`config.mk`:
```
export PLATFORM = sky130hd
export DESIGN_NAME = fallthrough_small_fifo
export DESIGN_NICKNAME = d
export VERILOG_FILES = /design/src/rtl/fallthrough_small_fifo.sv
export SDC_FILE = /design/constraint.sdc
export NUM_CORES = 1
export LEC_CHECK = 0
export ABC_CLOCK_PERIOD_IN_PS = 1900
export BUFFER_PORTS_ARGS = -buffer_cell sky130_fd_sc_hd__buf_2
export CAP_MARGIN = 20
export CORE_MARGIN = 5
export CORE_UTILIZATION = 50
export DETAILED_ROUTE_END_ITERATION = 8
export GPL_TIMING_DRIVEN = 0
export PLACE_DENSITY = 0.74
export SYNTH_ARGS = -nofsm -noshare
export SYNTH_HDL_FRONTEND = slang
export SYNTH_SLANG_ARGS = --single-unit
```
`constraint.sdc`:
```
create_clock -name clk -period 1.9 [get_ports clk]
set_clock_uncertainty 0.05 [all_clocks]
set_input_delay 0.38 -clock clk [delete_from_list [all_inputs] [get_ports clk]]
set_output_delay 0.38 -clock clk [all_outputs]
set_load 0.01 [all_outputs]
```
`src/rtl/fallthrough_small_fifo.sv`:
```
// Small first-word-fall-through FIFO: the head entry is visible on o_dout whenever
// o_empty is low. Writes while full and reads while empty are ignored.
module fallthrough_small_fifo #(
  parameter int WIDTH          = 26,
  parameter int MAX_DEPTH_BITS = 2
) (
  input  logic             clk,
  input  logic             resetn,
  input  logic [WIDTH-1:0] i_din,
  input  logic             i_wr_en,
  input  logic             i_rd_en,
  output logic [WIDTH-1:0] o_dout,
  output logic             o_full,
  output logic             o_empty
);

  localparam int DEPTH = 1 << MAX_DEPTH_BITS;

  logic [WIDTH-1:0]        r_mem [DEPTH];
  logic [MAX_DEPTH_BITS-1:0] r_wr_ptr;
  logic [MAX_DEPTH_BITS-1:0] r_rd_ptr;
  logic [MAX_DEPTH_BITS:0]   r_count;
  logic                      w_wr;
  logic                      w_rd;

  assign o_full  = (r_count == (MAX_DEPTH_BITS+1)'(DEPTH));
  assign o_empty = (r_count == '0);
  assign w_wr    = i_wr_en && !o_full;
  assign w_rd    = i_rd_en && !o_empty;
  assign o_dout  = r_mem[r_rd_ptr];

  // NOTE: state registers use non-blocking assignments so every flop samples pre-edge values.
  always_ff @(posedge clk or negedge resetn) begin
    if (!resetn) begin
      r_wr_ptr <= '0;
      r_rd_ptr <= '0;
      r_count  <= '0;
    end else begin
      if (w_wr) r_wr_ptr <= r_wr_ptr + 1'b1;
      if (w_rd) r_rd_ptr <= r_rd_ptr + 1'b1;
      case ({w_wr, w_rd})
        2'b10:   r_count <= r_count + 1'b1;
        2'b01:   r_count <= r_count - 1'b1;
        default: r_count <= r_count;
      endcase
    end
  end

  // NOTE: storage has no reset; an entry is only observed after being written.
  always_ff @(posedge clk) begin
    if (w_wr) r_mem[r_wr_ptr] <= i_din;
  end

endmodule

```
==> out/qor.csv <==
metric,value,unit
seq_area,3300,um^2
p_leak,0.00184,uW
grt_pass1_vias,2079,
crit_start,r_rd_ptr[0]$_DFFE_PN0P_,
layout_setup_ws,-232,ps
die-area,10400,um^2
io_buffer_count,57,
syn_avg_cell_area,24.4,um^2
ys_warn_count,0,
grt_max_degree,27,
grt_use_met2,23.6,%
critPathKind,reg -> out,
worst_path_largest_cell_delay,500,ps
cts_tree,yes,
syn-cell-area,4230,um^2
outcome,"complete, but fails checks",
setup_violations,26,
grtUsageTotal,14.3,%
drv_slew,0,
synth_fp_nets,209,
place.detailed.hpwl,4150,um
route.detailed.drc,0,
rrSetupSlack,0,ps
synth_top_cell_area_share,73.9,%
synthMuxAreaShare,15.1,%
synth-compound-area-share,0.207,%
drv_cap,0,
comb_power_share,40.4,%
synth_top_family_by_area,multiplexers,
cts_inserted_buffers,9,
drt_wl_total,7080,um
pwr-share-seq,42.6,%
timing.hold.ws,179,ps
wl_per_cell,19.3,um
crit_end,o_dout[11],
netlist.top_cell.by_area,edfxtp_1,
fmax,469,MHz
cp_max_fo,8,
antenna_found_initial,0,
ys_seq_area_share,78.0,%
r2r-end,r_count[2]$_DFFE_PN0P_,
io_pins,58,
violations,negative setup slack,
arrival,1700,ps
drtPass1Iterations,4,
hold_viol,0,
yosys.area_share.simple,1.39,%
diodes,0,
antenna_left,0,
grt_first_pass_wirelength,10800,um
synth_cell_types,21,
mostFrequentLayoutCell,edfxtp_1,
worst_pin_slew,687,ps
root_buffer,clkbuf_8,
syn_inst,173,
power_density,1550,nW/um^2
place_ws,-85.0,ps
layout_common_cells,"edfxtp_1 (104), buf_2 (37), mux4_2 (26)",
synthToLayoutAreaGrowth,22.2,%
grt_overflow,0,
worstSetupEndpointType,primary output,
p_sw_share,28.8,%
clock_latency,360,ps
die_w,102,um
globalRoute.busiestLayer,met2,
grt_use_met1,18.0,%
use_met3,5.05,%
drtIter0Drc,67,
rr_worst_depth,9,
routed_via_density,5.28,
ys_top_cells_by_area,"edfxtp_1 (74%), mux4_2 (9.6%), mux4_1 (5.0%)",
holdCritPathClass,in -> reg,
cts.sinks,111,
synth-adder-area-share,1.95,%
synth_seq_cells,111,
min_period_over_period,112,%
worstPathCellList,buf_12 > clkbuf_16 > mux4_2 > buf_6,
rows,33,
finalNetCount,292,
cp.required,1470,ps
r2r-start,r_count[0]$_DFFE_PN0P_,
clock_path_buffers,2,
slew_headroom,54.2,%
synth_xor_area_share,1.24,%
switchingPower,2300,uW
via_count,1931,
final_util,62.9,%
setup.worst_path.start_class,register,
multi_input_area,845,um^2
peakVddDrop,1070,uV
nFillCells,561,
cts.clk_slew.worst_paths,100,ps
gp_congestion,0.642,
htreeDepth,3,
core_area,8220,um^2
p_clk_share,17.0,%
fin_crit,2130,ps
rsz0062_at_grt,yes,
cpMaxStageDelayCell,mux4_2,
start_util,51.4,%
die_h,102,um
drive_above_1_share,50.2,%
intPower,5690,uW
==> what timing repair did <==
| item | CTS | global route |
|---|---|---|
| hold buffers | 1 | 0 |
| hold endpoints to repair | 7 | 0 |
| cloned | 0 | 2 |
| setup buffers | 10 | 2 |
| resized for setup | 33 | 11 |
| setup endpoints to repair | 131 | 28 |
| pin swaps | 2 | 2 |
==> per-layer routing <==
metal  wire [um]  up-vias
met1        2900      997
met5           0        -
met4          71        0
li1            -      871
met3         524        6
met2        3590       57
==> how the worst min path moves through the flow <==
stage,start,to,slack [ps],depth (start not counted)
5_1_grt,i_din[19],r_mem[1][19]$_DFFE_PP_,150,1
3_5_place_dp,resetn,r_wr_ptr[0]$_DFFE_PN0P_,180,1
2_1_floorplan,resetn,r_count[0]$_DFFE_PN0P_,30,0
3_3_place_gp,resetn,r_wr_ptr[1]$_DFFE_PN0P_,170,1
6_report,i_din[17],r_mem[1][17]$_DFFE_PP_,180,1
4_1_cts,i_din[21],r_mem[1][21]$_DFFE_PP_,160,1
==> through the flow <==
| stage | setup TNS [ps] | instance area, um^2 | total power, uW | cells |
|---|---|---|---|---|
| floorplan | -7.68 | 4240 | 5060 | 173 |
| global placement | -6530 | 4660 | 5810 | 335 |
| detailed placement | -6790 | 4660 | 5880 | 335 |
| CTS | -5540 | 5050 | 7790 | 362 |
| global route | -7550 | 5170 | 8420 | 366 |
| finish | -5360 | 5170 | 7990 | 366 |
==> cell usage after synthesis <==
| library cell | number |
|---|---|
| mux4_1 | 8 |
| o31a_1 | 1 |
| dfrtp_1 | 7 |
| ha_1 | 5 |
| edfxtp_1 | 104 |
| buf_12 | 2 |
| inv_1 | 6 |
| xor2_1 | 3 |
| nor2_1 | 1 |
| mux2_2 | 1 |
| nor2b_2 | 1 |
| xnor2_1 | 3 |
| buf_2 | 3 |
| nor3b_2 | 1 |
| mux2i_1 | 1 |
| mux4_2 | 18 |
| and2_1 | 4 |
| fa_1 | 1 |
| buf_6 | 1 |
| nor3_1 | 1 |
| nand2_1 | 1 |
==> power groups by stage <==
stage / clock (uW) / sequential (uW) / combinational [uW]
after floorplan: 0 / 3410 / 1650
after global placement: 0 / 3440 / 2370
after detailed placement: 0 / 3470 / 2400
after CTS: 1400 / 3410 / 2980
after global routing: 1520 / 3450 / 3460
final: 1360 / 3400 / 3220
==> registers in the layout, summed over array words and instances (netlist names) <==
signal,count
r_count,3
r_rd_ptr,2
r_mem,104
r_wr_ptr,2
==> worst max-delay path, delay by kind of cell, from the launching register on <==
family,cells,cell delay [ps]
flip-flops,1,390
multiplexers,1,500
buffers and inverters,3,460
==> cells by family after synthesis <==
logic type	Yosys count
AO/OA/AOI/OAI	1
XOR/XNOR	6
adder cells (fa/ha/maj)	6
buffers and inverters	12
flip-flops	111
multiplexers	28
AND/OR/NAND/NOR	9
==> final cells by class <==
class,count,share of cell area [%]
Timing Repair Buffer,72,11.3
Clock buffer,9,2.40
Sequential cell,111,63.9
Multi-Input combinational cell,50,16.3
Buffer,6,1.67
Inverter,6,0.436
Tap cell,105,2.54
Clock inverter,7,1.38
Power figures use the tool's default switching activity.
